===== src/rtl/serial_frame_decoder.sv =====
// Deserializes start/8-data/[parity]/stop frames, decodes (reverse+invert) into a show-ahead FIFO; parity stage enabled by SERIAL_FRAME_DECODER_PARITY_EN.
// Byte visible the cycle after its stop-bit edge; dec_valid/dec_ready pops, pushes into a full FIFO without a same-cycle pop are dropped.
module serial_frame_decoder #(
  parameter int FIFO_DEPTH = 4
) (
  input  logic                          clk,
  input  logic                          reset,
  input  logic                          ser_valid,
  input  logic                          ser_bit,
  output logic [7:0]                    dec_data,
  output logic                          dec_valid,
  input  logic                          dec_ready,
  output logic                          frame_err,
  output logic                          overflow,
  output logic                          parity_err,
  output logic [$clog2(FIFO_DEPTH):0]   fifo_count
);

  localparam int AW = $clog2(FIFO_DEPTH);
  localparam int CW = AW + 1;

  typedef enum logic [1:0] {S_IDLE, S_DATA, S_PARITY, S_STOP} state_t;

  state_t       state_q, state_d;
  logic [2:0]   cnt_q, cnt_d;
  logic [7:0]   sh_q, sh_d;
  logic [7:0]   dec_byte;
  logic         push_req, par_bad;
  logic         frame_err_q, frame_err_d;
  logic         overflow_q, overflow_d;

  logic [7:0]   mem_q [FIFO_DEPTH];
  logic [AW-1:0] wr_q, rd_q;
  logic [CW-1:0] count_q;
  logic         full, pop, push;

`ifdef SERIAL_FRAME_DECODER_PARITY_EN
  logic par_q, par_d;
  logic parity_err_q, parity_err_d;
  // enc bits plus parity bit must hold an odd number of ones
  assign par_bad = ~(^{sh_q, par_q});
`else
  assign par_bad = 1'b0;
`endif

  always_comb begin
    state_d     = state_q;
    cnt_d       = cnt_q;
    sh_d        = sh_q;
    push_req    = 1'b0;
    frame_err_d = 1'b0;
`ifdef SERIAL_FRAME_DECODER_PARITY_EN
    par_d        = par_q;
    parity_err_d = 1'b0;
`endif
    if (ser_valid) begin
      case (state_q)
        S_IDLE: begin
          if (!ser_bit) begin
            state_d = S_DATA;
            cnt_d   = 3'd0;
          end
        end
        S_DATA: begin
          sh_d  = {ser_bit, sh_q[7:1]};
          cnt_d = cnt_q + 3'd1;
          if (cnt_q == 3'd7) begin
`ifdef SERIAL_FRAME_DECODER_PARITY_EN
            state_d = S_PARITY;
`else
            state_d = S_STOP;
`endif
          end
        end
        S_PARITY: begin
`ifdef SERIAL_FRAME_DECODER_PARITY_EN
          par_d = ser_bit;
`endif
          state_d = S_STOP;
        end
        S_STOP: begin
          state_d     = S_IDLE;
          frame_err_d = ~ser_bit;
          push_req    = ser_bit & ~par_bad;
`ifdef SERIAL_FRAME_DECODER_PARITY_EN
          parity_err_d = par_bad;
`endif
        end
        default: state_d = S_IDLE;
      endcase
    end
  end

  always_comb begin
    dec_byte = 8'h00;
    for (int i = 0; i < 8; i++) dec_byte[i] = ~sh_q[7-i];
  end

  assign dec_valid  = (count_q != '0);
  assign full       = (count_q == CW'(FIFO_DEPTH));
  assign pop        = dec_valid & dec_ready;
  assign push       = push_req & (~full | pop);
  assign overflow_d = push_req & full & ~pop;

  always_ff @(posedge clk) begin
    if (reset) begin
      state_q     <= S_IDLE;
      cnt_q       <= 3'd0;
      sh_q        <= 8'h00;
      frame_err_q <= 1'b0;
      overflow_q  <= 1'b0;
      wr_q        <= '0;
      rd_q        <= '0;
      count_q     <= '0;
    end else begin
      state_q     <= state_d;
      cnt_q       <= cnt_d;
      sh_q        <= sh_d;
      frame_err_q <= frame_err_d;
      overflow_q  <= overflow_d;
      if (push) wr_q <= wr_q + AW'(1);
      if (pop)  rd_q <= rd_q + AW'(1);
      case ({push, pop})
        2'b10:   count_q <= count_q + CW'(1);
        2'b01:   count_q <= count_q - CW'(1);
        default: count_q <= count_q;
      endcase
    end
  end

  always_ff @(posedge clk) begin
    if (push) mem_q[wr_q] <= dec_byte;
  end

`ifdef SERIAL_FRAME_DECODER_PARITY_EN
  always_ff @(posedge clk) begin
    if (reset) begin
      par_q        <= 1'b0;
      parity_err_q <= 1'b0;
    end else begin
      par_q        <= par_d;
      parity_err_q <= parity_err_d;
    end
  end
  assign parity_err = parity_err_q;
`else
  assign parity_err = 1'b0;
`endif

  // Gate the head so an empty FIFO presents zero rather than stale storage
  assign dec_data   = dec_valid ? mem_q[rd_q] : 8'h00;
  assign fifo_count = count_q;
  assign frame_err  = frame_err_q;
  assign overflow   = overflow_q;

endmodule

===== config.mk =====
export PLATFORM = sky130hd
export DESIGN_NAME = serial_frame_decoder
export DESIGN_NICKNAME = d
export VERILOG_FILES = /design/src/rtl/serial_frame_decoder.sv
export SDC_FILE = /design/constraint.sdc
export NUM_CORES = 1
export LEC_CHECK = 0
export ABC_AREA = 1
export BUFFER_PORTS_ARGS = -buffer_cell sky130_fd_sc_hd__buf_4
export CAP_MARGIN = 40
export CELL_PAD_IN_SITES_DETAIL_PLACEMENT = 1
export CELL_PAD_IN_SITES_GLOBAL_PLACEMENT = 2
export CORE_AREA = 2 2 84 86
export DETAILED_ROUTE_END_ITERATION = 12
export DIE_AREA = 0 0 86 88
export PLACE_DENSITY = 0.8
export RECOVER_POWER = 100
export SYNTH_ARGS = -nofsm -noshare
export SYNTH_HDL_FRONTEND = slang
export SYNTH_SLANG_ARGS = --single-unit

===== constraint.sdc =====
create_clock -name clk -period 2.64 [get_ports clk]
set_clock_uncertainty 0.1 [all_clocks]
set_input_delay 0.264 -clock clk [delete_from_list [all_inputs] [get_ports clk]]
set_output_delay 0.264 -clock clk [all_outputs]
set_load 0.01 [all_outputs]

# Word-level counts from Yosys, hierarchy flattened
# Memory sizes are Yosys's and may differ from the RTL's. A register that Yosys moved wholly into a read port is not among the register bits.
# Index checks and enable logic that the tools add are counted.
[classes]
n_mul = 0
n_addsub = 5
n_mux = 13
n_shift = 0
eq_ne = 9
magnitude_cmp = 0
div_mod_pow = 0
bitwise = 18
reduce_logical = 8
[op_table]
columns = ["operator", "n"]
rows = [
  ["$not A1 Y1", 13],
  ["$pmux W3 S2", 2],
  ["$mux W2", 4],
  ["$mux W8", 1],
  ["$pmux W2 S4", 1],
  ["$add A3 B1 Y3 const B", 2],
  ["$eq A2 B2 Y1 const B", 3],
  ["$eq A3 B3 Y1 const B", 2],
  ["$reduce_and A3 Y1", 2],
  ["$add A2 B1 Y2 const B", 2],
  ["$and A1 B1 Y1", 4],
  ["$eq A2 B1 Y1 const B", 2],
  ["$mux W1", 4],
  ["$ne A2 B2 Y1 const B", 2],
  ["$reduce_bool A2 Y1", 2],
  ["$mux W3", 1],
  ["$reduce_bool A3 Y1", 1],
  ["$reduce_or A3 Y1", 1],
  ["$sub A3 B1 Y3 const B", 1],
  ["$logic_not A2 Y1", 1],
  ["$reduce_and A2 Y1", 1],
  ["$or A1 B1 Y1", 1],
]
[word_totals]
input_bits = 5
n_memories = 1
out_inout_bits = 15
mem_bits_rw = 32
latchBits = 0
romBits = 0
reg_bits = 22
word_cells = 62
[memory_table]
columns = ["name", "depth", "word_bits", "rd", "rd_clocked_by_memory_dff", "write_ports", "line", "rtl"]
rows = [
  ["mem_q", 4, 8, 1, 1, 1, "32", "logic [7:0] mem_q [FIFO_DEPTH];"],
]

# Depth between registers and ports, before layout
[depth]
depth_word = 6
ltp_mapped = 13
ltp_nobuf = 13

# Least setup slack after synthesis
# Ideal clock, no wire load.
[synth_path]
kind = "flip-flop to flip-flop"
start = "register count_q[2], in the netlist fifo_count[2]"
end = "register count_q[2], in the netlist fifo_count[2]"
path_slack_ns = 0.793
setup_ns = 0.113
required_time_ns = 2.427
t_arrival_ns = 1.635
stages_incl_launch_ff = 14
n_path_buf = 0
period_less_slack_ns = 1.847
cell_sequence = "dfxtp_1 > inv_1 > nor2_1 > nand2_1 > nand2_2 > ha_1 > inv_1 > fa_1 > inv_1 > nand2_1 > nand3_1 > nand2_1 > nand2_1 > nor2_1"
[synth_via]
elab_chain_len = 6
elab_cells_between_ends = 12
cone_classes = "add/sub (2); eq/ne (3); mux (1); bitwise (4); reduce/logical (2)"
[synth_rtl]
columns = ["element", "line", "rtl"]
rows = [
  ["start, declared", "34", "logic [CW-1:0] count_q;"],
  ["start signal, assigned", "124", "2'b10: count_q <= count_q + CW'(1);"],
  ["start signal, assigned", "125", "2'b01: count_q <= count_q - CW'(1);"],
  ["start signal, assigned", "126", "default: count_q <= count_q;"],
  ["$reduce_bool A3 Y1 or $eq A3 B3 Y1 (tied branches)", "99, 100", ""],
  ["$and A1 B1 Y1 or $not A1 Y1 (tied branches)", "101, 102", ""],
  ["$or A1 B1 Y1", "102", "assign push = push_req & (~full | pop);"],
  ["$and A1 B1 Y1", "102", ""],
  ["$eq A2 B1 Y1 or $eq A2 B2 Y1 (tied branches)", "123", "case ({push, pop})"],
  ["$pmux W3 S2 or $reduce_bool A2 Y1 (tied branches)", "--", ""],
]
# Several ways; a longest one is shown, not always the timed one.
# A chain may end at the register's enable or synchronous reset.

==> metrics.cfg <==
[setup_path]
cp.arrival_ns = 1.79
path_buf_inv = 2
rr_endpoint = fifo_count[1]
slowest_stage = dfxtp_1
cp-end-kind = output pin
cpLargestDelayFamily = flip-flops
rr_worst_depth = 8
r2r_slack_ns = 0.53
required_ns = 2.28
max_stage_delay_ns = 0.72
crit_path_start_kind = flop
r2r-start = state_q[0]
path_cells = inv_2 -> o21ai_0 -> a21oi_1 -> buf_4
path_class = flop to output pin
crit_path_max_fanout = 17

[clock_network]
htreeDepth = 2
tritoncts = yes
clk_latency_ns = 0.30
cts_setup_buffers = 0
cts_hold_buf = 0
cts.path.max_buffers = 2
cts_buffers = 5
clockRootBuffer = clkbuf_8
postCtsResizedCells = 0
clk_pin_slew_worst_paths_ns = 0.10
clkSinkCount = 56

[final_layout]
nFillCells = 801
area_growth_pct = 9.82
final_nets = 292
antenna_cells = 0
drive_gt1_share_pct = 6.50

[global_routing]
grt_pass1_wl_mm = 7.67
grt_overflow = 0
grt_use_total_pct = 13.2
grt_pass1_vias = 1577
antenna_found_initial = 0
grt_max_degree = 19

[detailed_routing]
drc = 0
first_pass_iters = 4
drt-wirelength-per-cell_um = 12.7
vias_per_cell = 4.63
ant_nets = 0
drt_wl_total_mm = 4.53
drt_iter0_markers = 39
vias = 1654

[hold_path]
worstHoldStart = ser_bit
hold_end = frame_err
whs_path_depth = 2
min_path_type = input port to flop

[synthesis]
synth_top_family_by_area = simple AND/OR/NAND/NOR gates
yosys.area_share.simple_pct = 15.3
synthDistinctLibCells = 20
synth_compound_area_share_pct = 10.6
netlist_area_um2 = 2410
synthAdderAreaFrac_pct = 6.03
yosys_warnings = 0
muxShareOfSynthArea_pct = 0
syn_avg_cell_area_um2 = 9.52
postSynthCellCount = 253
syn_nets = 269
synth-xor-area-share_pct = 0
ys_seq_area_share_pct = 59.9
ys_ff_latch = 56

[timing]
tns_ns = 0
final_hold_viol_count = 0
fin_hold_ws_ns = 0.0442
max-slew-margin-rel_pct = 59.6
setup_violations = 0
slew_viol_final = 0
period_share_pct = 81.5
post-route-min-period_ns = 2.15
rsz0062_at_grt = false
tightestPinTransition_ns = 0.606
fmax_ghz = 0.465

[floorplanning]
dieArea_um2 = 7570
die_h_um = 88
die_x_um = 86
start_util_pct = 36.2
core_um2 = 6640
ioPinCount = 20
row_count = 30

[outcome]
outcome = complete, no violations

[pwr]
ir_drop_v = 0.000231
powerDensity_nw_per_um2 = 661
p_leak_nw = 0.993

[placement]
hpwl_mm = 3.18
io_buffer_count = 18
routabilityCongestion = 0.730

[run]
max_cap_violations = 0

-- synth_stat cells, drive strengths merged --
library cell / instances / area share (%)
nand3b: 1 / 0.31
fa: 1 / 0.83
dfxtp: 24 / 20
nor3: 1 / 0.21
inv: 36 / 5.6
buf: 7 / 2.4
edfxtp: 32 / 40
a21oi: 24 / 5.0
conb: 1 / 0.16
nor2: 54 / 8.7
nand2: 27 / 4.4
o21ai: 27 / 5.6
nand3: 8 / 1.7
ha: 10 / 5.2
-- flip-flops by register name, indices dropped and copies added, names as in the netlist, named ones only --
name,flops
mem_q,32
overflow,1
frame_err,1
sh_q,8
fifo_count,3
wr_q,2
cnt_q,3
rd_q,2
state_q,2
-- layout make-up --
class                      instances  area, µm²  area share [%]
tap                               80        100            3.79
clock buffer                       5       68.8            2.60
sequential                        56       1440            54.5
multi-input combinational        154        763            28.9
clock inverter                     3       22.5           0.852
timing repair buffer              23        113            4.26
inverter                          36        135            5.11
-- cell families (layout without fill, tap and decap cells) --
group	count (synthesis)	in the layout
flops	56	56
simple gates	91	91
other cells	1	1
compound gates	51	51
fa+ha+maj	11	11
buf+inv	43	67
-- worst max-delay path by stage --
| stage | slack (ns) | depth (start not counted) | endpoint |
|---|---|---|---|
| global placement | 0.71 | 13 | fifo_count[2] |
| global route | 0.28 | 4 | dec_data[5] |
| CTS | 0.46 | 4 | dec_data[4] |
| detailed placement | 0.65 | 13 | fifo_count[2] |
| finish | 0.49 | 4 | dec_data[5] |
| floorplan | 0.79 | 13 | fifo_count[2] |
-- per-layer routing --
metal / global-route usage (%) / vias up / share of wire [%]
met5: 0 / - / 0
met4: 3.90 / 0 / 1.1
met3: 2.54 / 7 / 2.6
met2: 23.3 / 19 / 50
met1: 16.3 / 768 / 46
li1: - / 860 / -
-- power breakdown --
group / internal, mW / total [mW] / leakage, nW / switching [mW]
Sequential: 0.953 / 0.987 / 0.474 / 0.0339
Clock: 0.191 / 0.467 / 0.0485 / 0.277
Combinational: 0.0948 / 0.293 / 0.470 / 0.198
Total: 1.24 / 1.75 / 0.993 / 0.508
-- per-stage QoR --
step	utilization (%)	std cells	power, mW	setup slack [ns]	cell area [µm²]
2_1_floorplan	-	253	1.22	0.793	2410
3_3_place_gp	39.5	349	1.34	0.711	2620
3_5_place_dp	39.5	349	1.34	0.652	2620
4_1_cts	40.8	357	1.81	0.460	2710
5_1_grt	39.8	357	1.86	0.281	2640
6_report	39.8	357	1.75	0.488	2640
-- cell usage in the layout, fill, tap and decap left out, types with 2 or more instances in the layout --
master,instances
clkbuf_8,5
o21ai_1,9
dfxtp_1,24
nor2_1,53
edfxtp_1,32
a21oi_1,24
ha_1,10
nand3_1,8
nand2_1,27
inv_1,34
clkbuf_1,16
buf_4,7
o21ai_0,18
inv_2,2
(Power assumes the default switching activity.)
